`src/rtl/ft_mon_pkg.sv`:
```
// Shared types and defaults for the TMR error monitor: per-replica FSM state encoding,
// internal counter widths and the parameter defaults used by ft_err_monitor.
package ft_mon_pkg;

  localparam int unsigned CntWDefault   = 8;
  localparam int unsigned ThreshDefault = 4;
  localparam int unsigned WindowDefault = 16;
  localparam int unsigned TsWDefault    = 32;

  localparam int unsigned NumReplicas = 3;
  localparam int unsigned StateW      = 2;
  // Sized for the largest legal THRESH (15) and WINDOW (255).
  localparam int unsigned StrikeW     = 4;
  localparam int unsigned QuietW      = 8;

  typedef enum logic [StateW-1:0] {
    StOk      = 2'd0,
    StSuspect = 2'd1,
    StFaulty  = 2'd2
  } mon_state_e;

  function automatic logic [1:0] popcount3(input logic [2:0] v);
    return {1'b0, v[0]} + {1'b0, v[1]} + {1'b0, v[2]};
  endfunction

endpackage

```
`src/rtl/ft_replica_tracker.sv`:
```
// Per-replica health tracker: saturating error counter plus OK/SUSPECT/FAULTY FSM with
// strike count and quiet-cycle timer.
module ft_replica_tracker
  import ft_mon_pkg::*;
#(
  parameter int unsigned CNT_W  = CntWDefault,
  parameter int unsigned THRESH = ThreshDefault,
  parameter int unsigned WINDOW = WindowDefault
) (
  input  logic              clk_i,
  input  logic              rst_i,
  input  logic              clr_i,
  input  logic              valid_i,
  input  logic              strike_i,
  output logic [CNT_W-1:0]  err_cnt_o,
  output logic [StateW-1:0] state_o,
  output logic              to_faulty_o
);

  localparam logic [StrikeW-1:0] ThreshV = StrikeW'(THRESH);
  localparam logic [QuietW-1:0]  WindowV = QuietW'(WINDOW);
  localparam logic [CNT_W-1:0]   CntMax  = {CNT_W{1'b1}};

  mon_state_e         state_q;
  logic [StrikeW-1:0] strike_q;
  logic [QuietW-1:0]  quiet_q;
  logic [CNT_W-1:0]   err_cnt_q;

  logic [StrikeW-1:0] strike_inc;
  logic [QuietW-1:0]  quiet_inc;

  assign strike_inc = strike_q + StrikeW'(1);
  assign quiet_inc  = quiet_q + QuietW'(1);

  // Used by the top to raise a single irq pulse on the edge that enters FAULTY.
  assign to_faulty_o = valid_i & strike_i & (state_q == StSuspect) & (strike_inc == ThreshV);

  always_ff @(posedge clk_i) begin
    if (rst_i || clr_i) begin
      state_q   <= StOk;
      strike_q  <= '0;
      quiet_q   <= '0;
      err_cnt_q <= '0;
    end else if (valid_i) begin
      if (strike_i && (err_cnt_q != CntMax)) begin
        err_cnt_q <= err_cnt_q + CNT_W'(1);
      end
      case (state_q)
        StOk: begin
          if (strike_i) begin
            state_q  <= StSuspect;
            strike_q <= StrikeW'(1);
            quiet_q  <= '0;
          end
        end
        StSuspect: begin
          if (strike_i) begin
            strike_q <= strike_inc;
            quiet_q  <= '0;
            if (strike_inc == ThreshV) begin
              state_q <= StFaulty;
            end
          end else if (quiet_inc == WindowV) begin
            state_q  <= StOk;
            strike_q <= '0;
            quiet_q  <= '0;
          end else begin
            quiet_q <= quiet_inc;
          end
        end
        StFaulty: begin
          state_q <= StFaulty;
        end
        default: begin
          state_q  <= StOk;
          strike_q <= '0;
          quiet_q  <= '0;
        end
      endcase
    end
  end

  assign err_cnt_o = err_cnt_q;
  assign state_o   = state_q;

endmodule

```
`src/rtl/ft_err_monitor.sv`:
```
// TMR voter error monitor: classifies voter flags, tracks three replicas and raises alarm/irq.
// Optional FT_MON_TIMESTAMP_EN adds a free-running cycle counter and first-uncorrectable ts_o.
module ft_err_monitor
  import ft_mon_pkg::*;
#(
  parameter int unsigned CNT_W  = CntWDefault,
  parameter int unsigned THRESH = ThreshDefault,
  parameter int unsigned WINDOW = WindowDefault,
  parameter int unsigned TS_W   = TsWDefault
) (
  input  logic                   clk_i,
  input  logic                   rst_i,
  input  logic                   valid_i,
  input  logic [2:0]             err_detected_i,
  input  logic                   err_corrected_i,
  input  logic                   err_any_i,
  input  logic                   clr_i,
  output logic [3*CNT_W-1:0]     err_cnt_o,
  output logic [CNT_W-1:0]       unc_cnt_o,
  output logic [3*StateW-1:0]    state_o,
  output logic [2:0]             faulty_o,
  output logic                   alarm_o,
  output logic                   irq_o
`ifdef FT_MON_TIMESTAMP_EN
  ,
  output logic [TS_W-1:0]        ts_o
`endif
);

  localparam logic [CNT_W-1:0] CntMax = {CNT_W{1'b1}};

  logic [1:0]       n_det;
  logic             unc_evt;
  logic             corr_evt;
  logic [2:0]       strikes;
  logic [2:0]       to_faulty;
  logic [CNT_W-1:0] unc_cnt_q;
  logic             irq_q;

  assign n_det    = popcount3(err_detected_i);
  assign unc_evt  = err_any_i & (~err_corrected_i | (n_det > 2'd1));
  assign corr_evt = err_corrected_i & (n_det == 2'd1);
  assign strikes  = corr_evt ? err_detected_i : 3'b000;

  for (genvar g = 0; g < NumReplicas; g++) begin : g_replica
    ft_replica_tracker #(
      .CNT_W  (CNT_W),
      .THRESH (THRESH),
      .WINDOW (WINDOW)
    ) u_tracker (
      .clk_i       (clk_i),
      .rst_i       (rst_i),
      .clr_i       (clr_i),
      .valid_i     (valid_i),
      .strike_i    (strikes[g]),
      .err_cnt_o   (err_cnt_o[g*CNT_W +: CNT_W]),
      .state_o     (state_o[g*StateW +: StateW]),
      .to_faulty_o (to_faulty[g])
    );
    assign faulty_o[g] = (state_o[g*StateW +: StateW] == StFaulty);
  end

  always_ff @(posedge clk_i) begin
    if (rst_i || clr_i) begin
      unc_cnt_q <= '0;
      irq_q     <= 1'b0;
    end else begin
      if (valid_i && unc_evt && (unc_cnt_q != CntMax)) begin
        unc_cnt_q <= unc_cnt_q + CNT_W'(1);
      end
      irq_q <= valid_i & (unc_evt | (|to_faulty));
    end
  end

  assign unc_cnt_o = unc_cnt_q;
  assign irq_o     = irq_q;
  assign alarm_o   = (|faulty_o) | (|unc_cnt_q);

`ifdef FT_MON_TIMESTAMP_EN
  logic [TS_W-1:0] ts_cnt_q;
  logic [TS_W-1:0] ts_q;
  logic            ts_valid_q;

  // The cycle counter only resets on rst_i; clr_i re-arms the first-event capture.
  always_ff @(posedge clk_i) begin
    if (rst_i) begin
      ts_cnt_q <= '0;
    end else begin
      ts_cnt_q <= ts_cnt_q + TS_W'(1);
    end
  end

  always_ff @(posedge clk_i) begin
    if (rst_i || clr_i) begin
      ts_q       <= '0;
      ts_valid_q <= 1'b0;
    end else if (valid_i && unc_evt && !ts_valid_q) begin
      ts_q       <= ts_cnt_q;
      ts_valid_q <= 1'b1;
    end
  end

  assign ts_o = ts_q;
`else
  logic unused_ts_w;
  assign unused_ts_w = (TS_W != 0);
`endif

endmodule

```
`config.mk`:
```
export PLATFORM = sky130hd
export DESIGN_NAME = ft_err_monitor
export DESIGN_NICKNAME = d
export VERILOG_FILES = /design/src/rtl/ft_mon_pkg.sv /design/src/rtl/ft_replica_tracker.sv /design/src/rtl/ft_err_monitor.sv
export SDC_FILE = /design/constraint.sdc
export NUM_CORES = 1
export LEC_CHECK = 0
export CAP_MARGIN = 20
export CORE_MARGIN = 4
export CORE_UTILIZATION = 56
export CTS_CLUSTER_DIAMETER = 50
export DETAILED_ROUTE_END_ITERATION = 12
export MAX_ROUTING_LAYER = met4
export PLACE_DENSITY = 0.8
export SYNTH_ARGS = -nofsm -noshare
export SYNTH_HDL_FRONTEND = slang
export SYNTH_SLANG_ARGS = --single-unit
export TNS_END_PERCENT = 30
```
`constraint.sdc`:
```
create_clock -name clk_i -period 3.65 [get_ports clk_i]
set_input_delay 0.73 -clock clk_i [delete_from_list [all_inputs] [get_ports clk_i]]
set_output_delay 0.73 -clock clk_i [all_outputs]
set_load 0.05 [all_outputs]
```
==> impl_metrics.ini <==
[grt]
grt_pass1_vias = 3724
met3_usage_pct = 3.62
use_met1_pct = 30.4
grt_first_pass_wirelength_um = 16800
overflow = 0
use_met2_pct = 38.2
grtUsageTotal_pct = 24.0
grt_max_degree = 36
antenna_found_initial = 0
top_usage_layer = met2

[yosys]
synthesis.area_mm2 = 0.00405
synth_edf_count = 0
yosysTopAreaCell = dfxtp_1
synthFlopType = dfxtp_1
synth.distinct_cells = 55
ys_warn_count = 0
ys_ff_latch = 75
netlist_instances = 507
netlist.area_leader.share_pct = 37.0
avgSynthCellArea_um2 = 7.99
synthTopCellsByArea = dfxtp_1 37%, nor2_1 5.6%, a21oi_1 5.2%
synthesis.nets = 532
async_flop_share_pct = 0
seq_area_frac_synth_pct = 37.0

[die]
row_count = 30
coreArea_mm2 = 0.00691
start_util_pct = 58.7
fp.dieH_um = 93.1
die_x_um = 93.1
ios = 52
die_area_mm2 = 0.00866

[pwr]
combPwrFrac_pct = 5.5
pwr-share-seq_pct = 52.1
p_switching_w = 0.000356
power.total_w = 0.00158
vdd_ir_drop_max_mv = 0.194
p_int_w = 0.00122
netSwitchingFraction_pct = 22.6
pwr-share-clk_pct = 42.4
power_leakage_nw = 1.73
cellPowerDensity_mw_per_mm2 = 320

[status]
outcome = completed

[clock_tree]
numCtsBuffers = 9
hold_buffers = 0
cts_root_buffer = clkbuf_8
htreeDepth = 3
clock_sinks = 75
post_cts_resized = 0
clkTransAtPathRegs_ns = 0.07
cts_setup_buffers = 0
worstSkewPairLatency_ns = 0.35
cts_tree = done
clk_path_buf_depth = 2

[routing]
via_per_inst = 5.84
wl_per_cell_um = 14.5
drt_iter0_drc = 179
first_pass_iters = 5
vias = 3887
post-route-drc-count = 0
drtAntennaViolNets = 0
wirelength_um = 9670

[cells_and_area]
final_cell_area_mm2 = 0.00492
fin_nets = 590
seqCellArea_mm2 = 0.00150
multi_input_area_mm2 = 0.00244
fin_cells = 666
antenna_cells = 0
syn2layout_area_growth_pct = 21.5
final_common_cell = dfxtp_1
fillCellCount = 576
final_util_pct = 71.3
final_cell_mix = 75 x dfxtp_1, 61 x nor2_1, 51 x nand2_1, 51 x clkdlybuf4s50_1, 42 x a21oi_1
drive_gt1_share_pct = 7.02

[min_path]
hp-start = g_replica[1].u_tracker.strike_q[1]$_SDFFE_PP0P_
min_path_cells = 2
hp-class = reg -> reg
min_to = g_replica[1].u_tracker.strike_q[1]$_SDFFE_PP0P_

[worst_setup_path]
worstSetupPathType = in -> reg
crit_required_ns = 3.90
arrival_ns = 3.42
end_kind = register
ff2ff_path_depth = 7
timing.rr.end = g_replica[2].u_tracker.strike_q[1]$_SDFFE_PP0P_
r2r_setup_slack_ns = 1.50
start_kind = primary input
critPathMaxFanout = 7
reg2reg_from = g_replica[2].u_tracker.quiet_q[0]$_SDFFE_PP0P_

[timing]
tns_ns = 0
fmax_mhz = 316
period_minus_slack_ns = 3.17
tightestPinTransition_ns = 0.746
grt_setup_unrepaired = no
slew_violations = 0
maxSlewHeadroom_pct = 50.3
setup_viol = 0
fin_skew_ns = 0.0124
hold_viol_final = 0
fin_crit_sh_pct = 86.7

[placed_design]
placed_area_mm2 = 0.00471
io_buffers = 51
place_inst = 650
gp_congestion = 0.887
dp_hpwl_um = 6870

[run]
maxCapViolCount = 0
==> power groups by stage <==
stage | sequential, W | combinational (W) | clock, W
3_5_place_dp | 0.000841 | 0.0000849 | 0
2_1_floorplan | 0.000845 | 0.0000478 | 0
5_1_grt | 0.000822 | 0.0000935 | 0.000720
3_3_place_gp | 0.000841 | 0.0000839 | 0
4_1_cts | 0.000822 | 0.0000853 | 0.000683
6_report | 0.000822 | 0.0000865 | 0.000669
==> final cells by class <==
type                            instances  share of cell area (%)
Clock buffer                           12                    3.35
Clock inverter                          4                   0.965
Timing Repair Buffer                   65                    12.5
Inverter                               10                   0.762
Tap cell                               96                    2.44
Sequential cell                        75                    30.5
Multi-Input combinational cell        404                    49.5
==> flip-flops by register name (all words and copies together) (netlist names) <==
register,flops
g_replica.u_tracker.err_cnt_o,24
g_replica.u_tracker.state_o,6
unc_cnt_o,8
g_replica.u_tracker.quiet_q,24
irq_o,1
g_replica.u_tracker.strike_q,12
==> per-layer routing <==
| metal | vias up | wire length [µm] |
|---|---|---|
| met5 | - | 0 |
| met2 | 95 | 4650 |
| met1 | 1836 | 4480 |
| met3 | 16 | 366 |
| li1 | 1940 | - |
| met4 | 0 | 167 |
==> cells by family after synthesis <==
family	after synthesis	synth area share [%]
buf+inv	28	2.81
simple gates	233	29.4
flops	75	37.0
mux	8	1.98
compound gates	119	17.6
fa+ha+maj	16	5.13
xor+xnor	28	6.05
==> synth_stat cells (4+ instances only) <==
master and number:
o21ai_0 37, a21oi_1 42, o31ai_1 4, dfxtp_1 75, a31oi_1 8, nand3_1 28, nor2b_1 5, inv_1 9
nand4b_1 4, nor2_1 61, xor2_1 14, and2_1 6, nand2b_1 7, nor4_1 4, mux2i_1 8, or3_1 8
xnor2_1 14, a311oi_1 4, clkbuf_1 16, nand4_1 11, a41oi_1 4, ha_1 15, and3_1 14, o21a_1 4
nor3_1 12, nand2_1 51
==> how the worst max path moves through the flow <==
stage | from | end | slack [ns] | depth (start not counted)
CTS | err_detected_i[1] | g_replica[0].u_tracker.quiet_q[6]$_SDFFE_PP0P_ | 0.51 | 9
finish | err_detected_i[1] | g_replica[2].u_tracker.quiet_q[6]$_SDFFE_PP0P_ | 0.48 | 9
floorplan | err_detected_i[0] | g_replica[0].u_tracker.quiet_q[6]$_SDFFE_PP0P_ | 0.69 | 9
detailed placement | err_detected_i[1] | g_replica[0].u_tracker.quiet_q[6]$_SDFFE_PP0P_ | 0.13 | 9
global route | err_detected_i[1] | g_replica[2].u_tracker.quiet_q[6]$_SDFFE_PP0P_ | 0.23 | 9
global placement | err_detected_i[1] | g_replica[0].u_tracker.quiet_q[6]$_SDFFE_PP0P_ | 0.22 | 8
==> per-stage QoR <==
stage          hold slack [ns]  setup slack [ns]
5_1_grt                  0.513             0.228
6_report                 0.488             0.484
3_5_place_dp             0.481             0.132
4_1_cts                  0.491             0.511
2_1_floorplan            0.452             0.690
3_3_place_gp             0.465             0.223
==> worst max-delay path, stage by stage <==
cell	delay [ns]
clkdlybuf4s50_1	0.60
inv_1	0.11
fa_1	0.48
and3b_1	0.27
nand2_1	0.16
o21a_1	0.33
nor2_1	0.33
o21ai_0	0.14
a311oi_1	0.27
Power figures use the tool's default switching activity.
